[src/rtl/elevator_pkg.sv]
// Shared elevator constants and the per-bit debounce state encoding.
// Imported by the input conditioner and its debounce cells.
package elevator_pkg;

    localparam int N_FLOORS_DEF      = 8;
    localparam int DEBOUNCE_CYC_DEF  = 1000;
    localparam int ALERT_DEB_CYC_DEF = 16;

    typedef enum logic {
        STABLE  = 1'b0,
        PENDING = 1'b1
    } deb_state_e;

endpackage

[src/rtl/debounce_cell.sv]
// One input bit: two-flop synchroniser followed by a debounce FSM.
// A change is accepted after N consecutive stable synchronised cycles.
module debounce_cell
    import elevator_pkg::*;
#(
    parameter int N = DEBOUNCE_CYC_DEF
) (
    input  logic clk,
    input  logic rst_n,
    input  logic raw,
    output logic deb,
    output logic chg
);

    localparam int            CW   = $clog2(N + 1);
    localparam logic [CW-1:0] ZERO = {CW{1'b0}};
    localparam logic [CW-1:0] ONE  = {{(CW - 1){1'b0}}, 1'b1};
    localparam logic [CW-1:0] LAST = CW'(N - 1);

    logic          s1_q;
    logic          s2_q;
    deb_state_e    state_q;
    deb_state_e    state_d;
    logic [CW-1:0] cnt_q;
    logic [CW-1:0] cnt_d;
    logic          deb_q;
    logic          deb_d;
    logic          chg_q;
    logic          chg_d;

    // Next-state logic; the count exits at N-1, so it can never wrap.
    always_comb begin
        state_d = state_q;
        cnt_d   = cnt_q;
        deb_d   = deb_q;
        chg_d   = 1'b0;
        case (state_q)
            STABLE: begin
                if (s2_q != deb_q) begin
                    state_d = PENDING;
                    cnt_d   = ONE;
                end else begin
                    cnt_d   = ZERO;
                end
            end
            PENDING: begin
                if (s2_q == deb_q) begin
                    state_d = STABLE;
                    cnt_d   = ZERO;
                end else if (cnt_q == LAST) begin
                    deb_d   = s2_q;
                    chg_d   = 1'b1;
                    state_d = STABLE;
                    cnt_d   = ZERO;
                end else begin
                    cnt_d   = cnt_q + ONE;
                end
            end
            default: begin
                state_d = STABLE;
                cnt_d   = ZERO;
            end
        endcase
    end

    // Synchroniser, FSM state, counter and registered outputs.
    always_ff @(posedge clk or negedge rst_n) begin
        if (!rst_n) begin
            s1_q    <= 1'b0;
            s2_q    <= 1'b0;
            state_q <= STABLE;
            cnt_q   <= ZERO;
            deb_q   <= 1'b0;
            chg_q   <= 1'b0;
        end else begin
            s1_q    <= raw;
            s2_q    <= s1_q;
            state_q <= state_d;
            cnt_q   <= cnt_d;
            deb_q   <= deb_d;
            chg_q   <= chg_d;
        end
    end

    assign deb = deb_q;
    assign chg = chg_q;

endmodule

[src/rtl/input_conditioner.sv]
// Conditions raw elevator pins into debounced values plus per-group
// write-enable pulses that feed the input register bank directly.
module input_conditioner
    import elevator_pkg::*;
#(
    parameter int N_FLOORS      = N_FLOORS_DEF,
    parameter int DEBOUNCE_CYC  = DEBOUNCE_CYC_DEF,
    parameter int ALERT_DEB_CYC = ALERT_DEB_CYC_DEF
) (
    input  logic                clk,
    input  logic                rst_n,
    input  logic [N_FLOORS-1:0] raw_button_up,
    input  logic [N_FLOORS-1:0] raw_button_down,
    input  logic                raw_button_close,
    input  logic                raw_button_open,
    input  logic [N_FLOORS-1:0] raw_button_select_floor,
    input  logic [N_FLOORS-1:0] raw_floor_sensor,
    input  logic                raw_overweight_alert,
    input  logic                raw_fire_alert,
    output logic [N_FLOORS-1:0] button_up,
    output logic                button_up_we,
    output logic [N_FLOORS-1:0] button_down,
    output logic                button_down_we,
    output logic                button_close,
    output logic                button_close_we,
    output logic                button_open,
    output logic                button_open_we,
    output logic [N_FLOORS-1:0] button_select_floor,
    output logic                button_select_floor_we,
    output logic [N_FLOORS-1:0] floor_sensor,
    output logic                floor_sensor_we,
    output logic                overweight_alert,
    output logic                overweight_alert_we,
    output logic                fire_alert,
    output logic                fire_alert_we
);

    // All bits are flattened into one vector; the two alerts sit at the top.
    localparam int NF      = N_FLOORS;
    localparam int W       = 4 * NF + 4;
    localparam int UP_LO   = 0;
    localparam int DN_LO   = NF;
    localparam int CLOSE_I = 2 * NF;
    localparam int OPEN_I  = 2 * NF + 1;
    localparam int SEL_LO  = 2 * NF + 2;
    localparam int FLR_LO  = 3 * NF + 2;
    localparam int OW_I    = 4 * NF + 2;
    localparam int FIRE_I  = 4 * NF + 3;

    logic [W-1:0] raw_s;
    logic [W-1:0] deb_s;
    logic [W-1:0] chg_s;
    logic [W-1:0] val_q;
    logic [W-1:0] val_d;
    logic [7:0]   we_q;
    logic [7:0]   we_d;

    assign raw_s = {raw_fire_alert, raw_overweight_alert, raw_floor_sensor,
                    raw_button_select_floor, raw_button_open, raw_button_close,
                    raw_button_down, raw_button_up};

    for (genvar i = 0; i < W; i++) begin : g_cell
        localparam int CYC = (i >= OW_I) ? ALERT_DEB_CYC : DEBOUNCE_CYC;
        debounce_cell #(.N(CYC)) u_cell (
            .clk   (clk),
            .rst_n (rst_n),
            .raw   (raw_s[i]),
            .deb   (deb_s[i]),
            .chg   (chg_s[i])
        );
    end

    // Group pulse is the OR of its bits' change flags, so simultaneous
    // acceptances inside one group collapse into a single write.
    always_comb begin
        val_d    = deb_s;
        we_d     = 8'h00;
        we_d[0]  = |chg_s[UP_LO +: NF];
        we_d[1]  = |chg_s[DN_LO +: NF];
        we_d[2]  = chg_s[CLOSE_I];
        we_d[3]  = chg_s[OPEN_I];
        we_d[4]  = |chg_s[SEL_LO +: NF];
        we_d[5]  = |chg_s[FLR_LO +: NF];
        we_d[6]  = chg_s[OW_I];
        we_d[7]  = chg_s[FIRE_I];
    end

    // Output registers: value and write-enable change in the same cycle.
    always_ff @(posedge clk or negedge rst_n) begin
        if (!rst_n) begin
            val_q <= {W{1'b0}};
            we_q  <= 8'h00;
        end else begin
            val_q <= val_d;
            we_q  <= we_d;
        end
    end

    assign button_up              = val_q[UP_LO +: NF];
    assign button_down            = val_q[DN_LO +: NF];
    assign button_close           = val_q[CLOSE_I];
    assign button_open            = val_q[OPEN_I];
    assign button_select_floor    = val_q[SEL_LO +: NF];
    assign floor_sensor           = val_q[FLR_LO +: NF];
    assign overweight_alert       = val_q[OW_I];
    assign fire_alert             = val_q[FIRE_I];
    assign button_up_we           = we_q[0];
    assign button_down_we         = we_q[1];
    assign button_close_we        = we_q[2];
    assign button_open_we         = we_q[3];
    assign button_select_floor_we = we_q[4];
    assign floor_sensor_we        = we_q[5];
    assign overweight_alert_we    = we_q[6];
    assign fire_alert_we          = we_q[7];

endmodule
[config.mk]
export PLATFORM = sky130hd
export DESIGN_NAME = input_conditioner
export DESIGN_NICKNAME = d
export VERILOG_FILES = /design/src/rtl/elevator_pkg.sv /design/src/rtl/debounce_cell.sv /design/src/rtl/input_conditioner.sv
export SDC_FILE = /design/constraint.sdc
export NUM_CORES = 1
export LEC_CHECK = 0
export BUFFER_PORTS_ARGS = -buffer_cell sky130_fd_sc_hd__clkbuf_2
export CAP_MARGIN = 40
export CORE_UTILIZATION = 32
export CTS_CLUSTER_DIAMETER = 30
export DETAILED_ROUTE_END_ITERATION = 10
export GPL_ROUTABILITY_DRIVEN = 1
export PLACE_DENSITY_LB_ADDON = 0.08
export SYNTH_ARGS = -nofsm -noshare
export SYNTH_HDL_FRONTEND = slang
export SYNTH_SLANG_ARGS = --single-unit
export TNS_END_PERCENT = 1
[constraint.sdc]
create_clock -name clk -period 2 [get_ports clk]
set_clock_uncertainty 0.1 [all_clocks]
set_input_delay 0.2 -clock clk [delete_from_list [all_inputs] [get_ports clk]]
set_output_delay 0.2 -clock clk [all_outputs]
set_load 0.005 [all_outputs]
==> out/metrics.cfg <==
[clocking]
cts_tree=yes
cts-buffers-inserted=156
cts.sinks=574
cts_setup_buffers=0
worstSkewPairLatency_ns=0.70
clk_pin_slew_ns=0.04
cts_root_buf=clkbuf_16
clockBufferDepth=3
htree_levels=4

[global_route]
overflow=0
grt_pass1_vias=17616
grt_pass1_wl_mm=85.8
grt_max_degree=75
antenna_found_initial=1
grt_use_total=0.133

[placed_design]
dpl.hpwl_mm=32.5
portBuffers=81
gp_congestion=0.780

[synthesis]
yosys_warnings=0
synth_area_leader_cell=dfrtp_1
synth_ff_type=dfrtp_1
synthTopCellsByArea=dfrtp_1 58%, xnor2_1 4.9%, nor2_1 4.9%
async_flop_share=1.00
seq_area_frac_synth=0.584
syn-num-nets=2296
ys_seq_elements=574
synth_edf_count=0
synth_top_area_frac=0.584
synth.distinct_cells=50
avgSynthCellArea_sq_um=11.1
synthesis.area_sq_um=24600
netlist_instances=2222

[pwr]
clock_power_share=0.677
power_density_nw_per_um2=1210
power_frac_seq=0.300
p_comb_frac=0.022
p_total_mw=40.1
power_switching_mw=8.25
p_leak_nw=14.6
p_sw_frac=0.206
p_int_mw=31.8
peakVddDrop_v=0.000703

[timing]
rsz0062_at_grt=false
slew_violations=0
slew_headroom=0.617
timing.fmax_mhz=566
fin_crit_sh=0.883
worst_pin_slew_ns=0.570
setup-tns-final_ns=0
period_minus_slack_ns=1.77
hold_violations=0
setup_viol=0

[hold_path]
hold_path_end=g_cell[15].u_cell.s1_q
hold_depth=2
hold_start=raw_button_down[7]
hp-class=input pin to register

[detailed_routing]
ant_nets=0
drt_wl_total_mm=49.5
dr_total_vias=17088
wl_per_cell_microns=13.3
viasPerCell=4.60
drc=0
drtIter0Drc=790
drtPass1Iterations=4

[outcome]
status=completed

[floorplan]
die_w_microns=279
boundaryPins=82
start_util=0.324
rows=101
core_sq_um=75900
die_h_microns=279
dieArea_sq_um=78000

[cells_and_area]
nNetsFinal=2625
final-seq-area_sq_um=14400
syn_to_final_growth_pct=34.7
antenna_cells=0
nFillCells=7131
drive_gt1_frac=0.188
final_cell_mix=574 x dfrtp_1, 320 x nor2_1, 161 x clkbuf_16
multiInputGateArea_sq_um=9940
final_common_cell=dfrtp_1

[worst_setup_path]
critPathMaxFanout=5
r2r-end=g_cell[21].u_cell.deb
critical_path_required_ns=2.47
ff2ff_path_depth=5
crit_arrival_ns=2.23
crit_path_max_incr_delay_ns=0.38
crit_path_top_delay_cell=dfrtp_1
start_kind=register
path_common_cell=nand2_1
rr_startpoint=g_cell[21].u_cell.cnt_q[0]
endpoint_kind=register
crit_type=register to register
cp_cell_sequence=ha_1, nand2_1, nor4b_4, nand2_1, mux2_4
rrSetupSlack_ns=0.23

[flow_run]
cap_violations=0

worst max-delay path by stage:
stage	start	end	slack [ns]	cells past startpoint
after floorplan	g_cell[7].u_cell.cnt_q[0]	g_cell[7].u_cell.cnt_q[7]	0.33	5
after global placement	g_cell[7].u_cell.cnt_q[0]	g_cell[7].u_cell.cnt_q[7]	0.26	5
after detailed placement	g_cell[7].u_cell.cnt_q[0]	g_cell[7].u_cell.cnt_q[7]	0.24	5
after CTS	g_cell[1].u_cell.cnt_q[0]	g_cell[1].u_cell.deb	0.24	5
after global routing	g_cell[30].u_cell.cnt_q[0]	g_cell[30].u_cell.deb	0.10	5
final	g_cell[21].u_cell.cnt_q[0]	g_cell[21].u_cell.deb	0.23	5
synthesized netlist by cell type (15+ instances only):
| cell | n |
|---|---|
| inv_1 | 76 |
| a21oi_1 | 115 |
| xnor2_1 | 139 |
| ha_1 | 36 |
| dfrtp_1 | 574 |
| o21a_1 | 22 |
| nand3_1 | 141 |
| nand2_1 | 139 |
| nand3b_1 | 18 |
| and4_1 | 22 |
| and3_1 | 74 |
| nor2_1 | 320 |
| xor2_1 | 88 |
| mux2_2 | 32 |
| a31oi_1 | 34 |
| and2_1 | 27 |
| nand2b_1 | 53 |
| nor3_1 | 60 |
| a21o_1 | 15 |
| nand4_1 | 58 |
| nor2b_1 | 21 |
| or2_2 | 19 |
| o221a_2 | 29 |
metal layers:
metal	part of all wire	global-route usage	wire length, microns
met1	0.48	0.176	24000
met2	0.44	0.201	22000
met3	0.039	0.0329	1920
met4	0.033	0.0700	1620
met5	0	0	0
timing repair:
item                                   4_1_cts  5_1_grt
endpoints found under the hold margin      610        0
hold buffers                                54        0
gates resized for setup                      0        0
cells by family after synthesis:
| logic type | share of synthesized area |
|---|---|
| buf+inv | 0.0121 |
| simple gates | 0.216 |
| xor+xnor | 0.0808 |
| flops | 0.584 |
| compound gates | 0.0722 |
| mux | 0.0171 |
| fa+ha+maj | 0.0183 |
worst max-delay path, delay by kind of cell (launching register included):
kind / cells / cell delay (ns)
AND/OR/NAND/NOR: 3 / 0.62
multiplexers: 1 / 0.30
adder cells (fa/ha/maj): 1 / 0.24
flip-flops: 1 / 0.38
metrics by stage:
stage | std cells | instance area, sq um | util | hold WS (ns) | worst slack (ns)
after floorplan | 2222 | 24600 | - | -0.196 | 0.329
after global placement | 3369 | 26700 | 0.352 | 0.0520 | 0.261
after detailed placement | 3369 | 26700 | 0.352 | 0.0542 | 0.239
after CTS | 3715 | 33100 | 0.436 | 0.00172 | 0.236
after global routing | 3715 | 33100 | 0.436 | 0.0368 | 0.100
final | 3715 | 33100 | 0.436 | 0.0595 | 0.233
sequential cells by signal, summed over array words and instances (netlist names):
name                   cells
g_cell.u_cell.cnt_q      350
g_cell.u_cell.state_q     36
we_q                       8
g_cell.u_cell.deb         36
g_cell.u_cell.chg         36
g_cell.u_cell.s2_q        36
g_cell.u_cell.s1_q        36
val_q                     36
power groups by stage:
stage | Sequential, mW | Combinational (mW) | Clock (mW)
2_1_floorplan | 12.2 | 0.371 | 0
6_report | 12.0 | 0.898 | 27.1
4_1_cts | 12.0 | 0.941 | 27.8
3_5_place_dp | 12.2 | 0.848 | 0
5_1_grt | 12.1 | 1.05 | 28.5
3_3_place_gp | 12.2 | 0.843 | 0
cell type report:
class | count | share of cell area
inverter | 76 | 0.00861
timing repair buffer | 174 | 0.0425
multi-input combinational | 1569 | 0.300
clock inverter | 86 | 0.0412
tap | 1030 | 0.0389
clock buffer | 206 | 0.135
sequential | 574 | 0.433
Note: power is estimated with default switching activity, not from simulation.
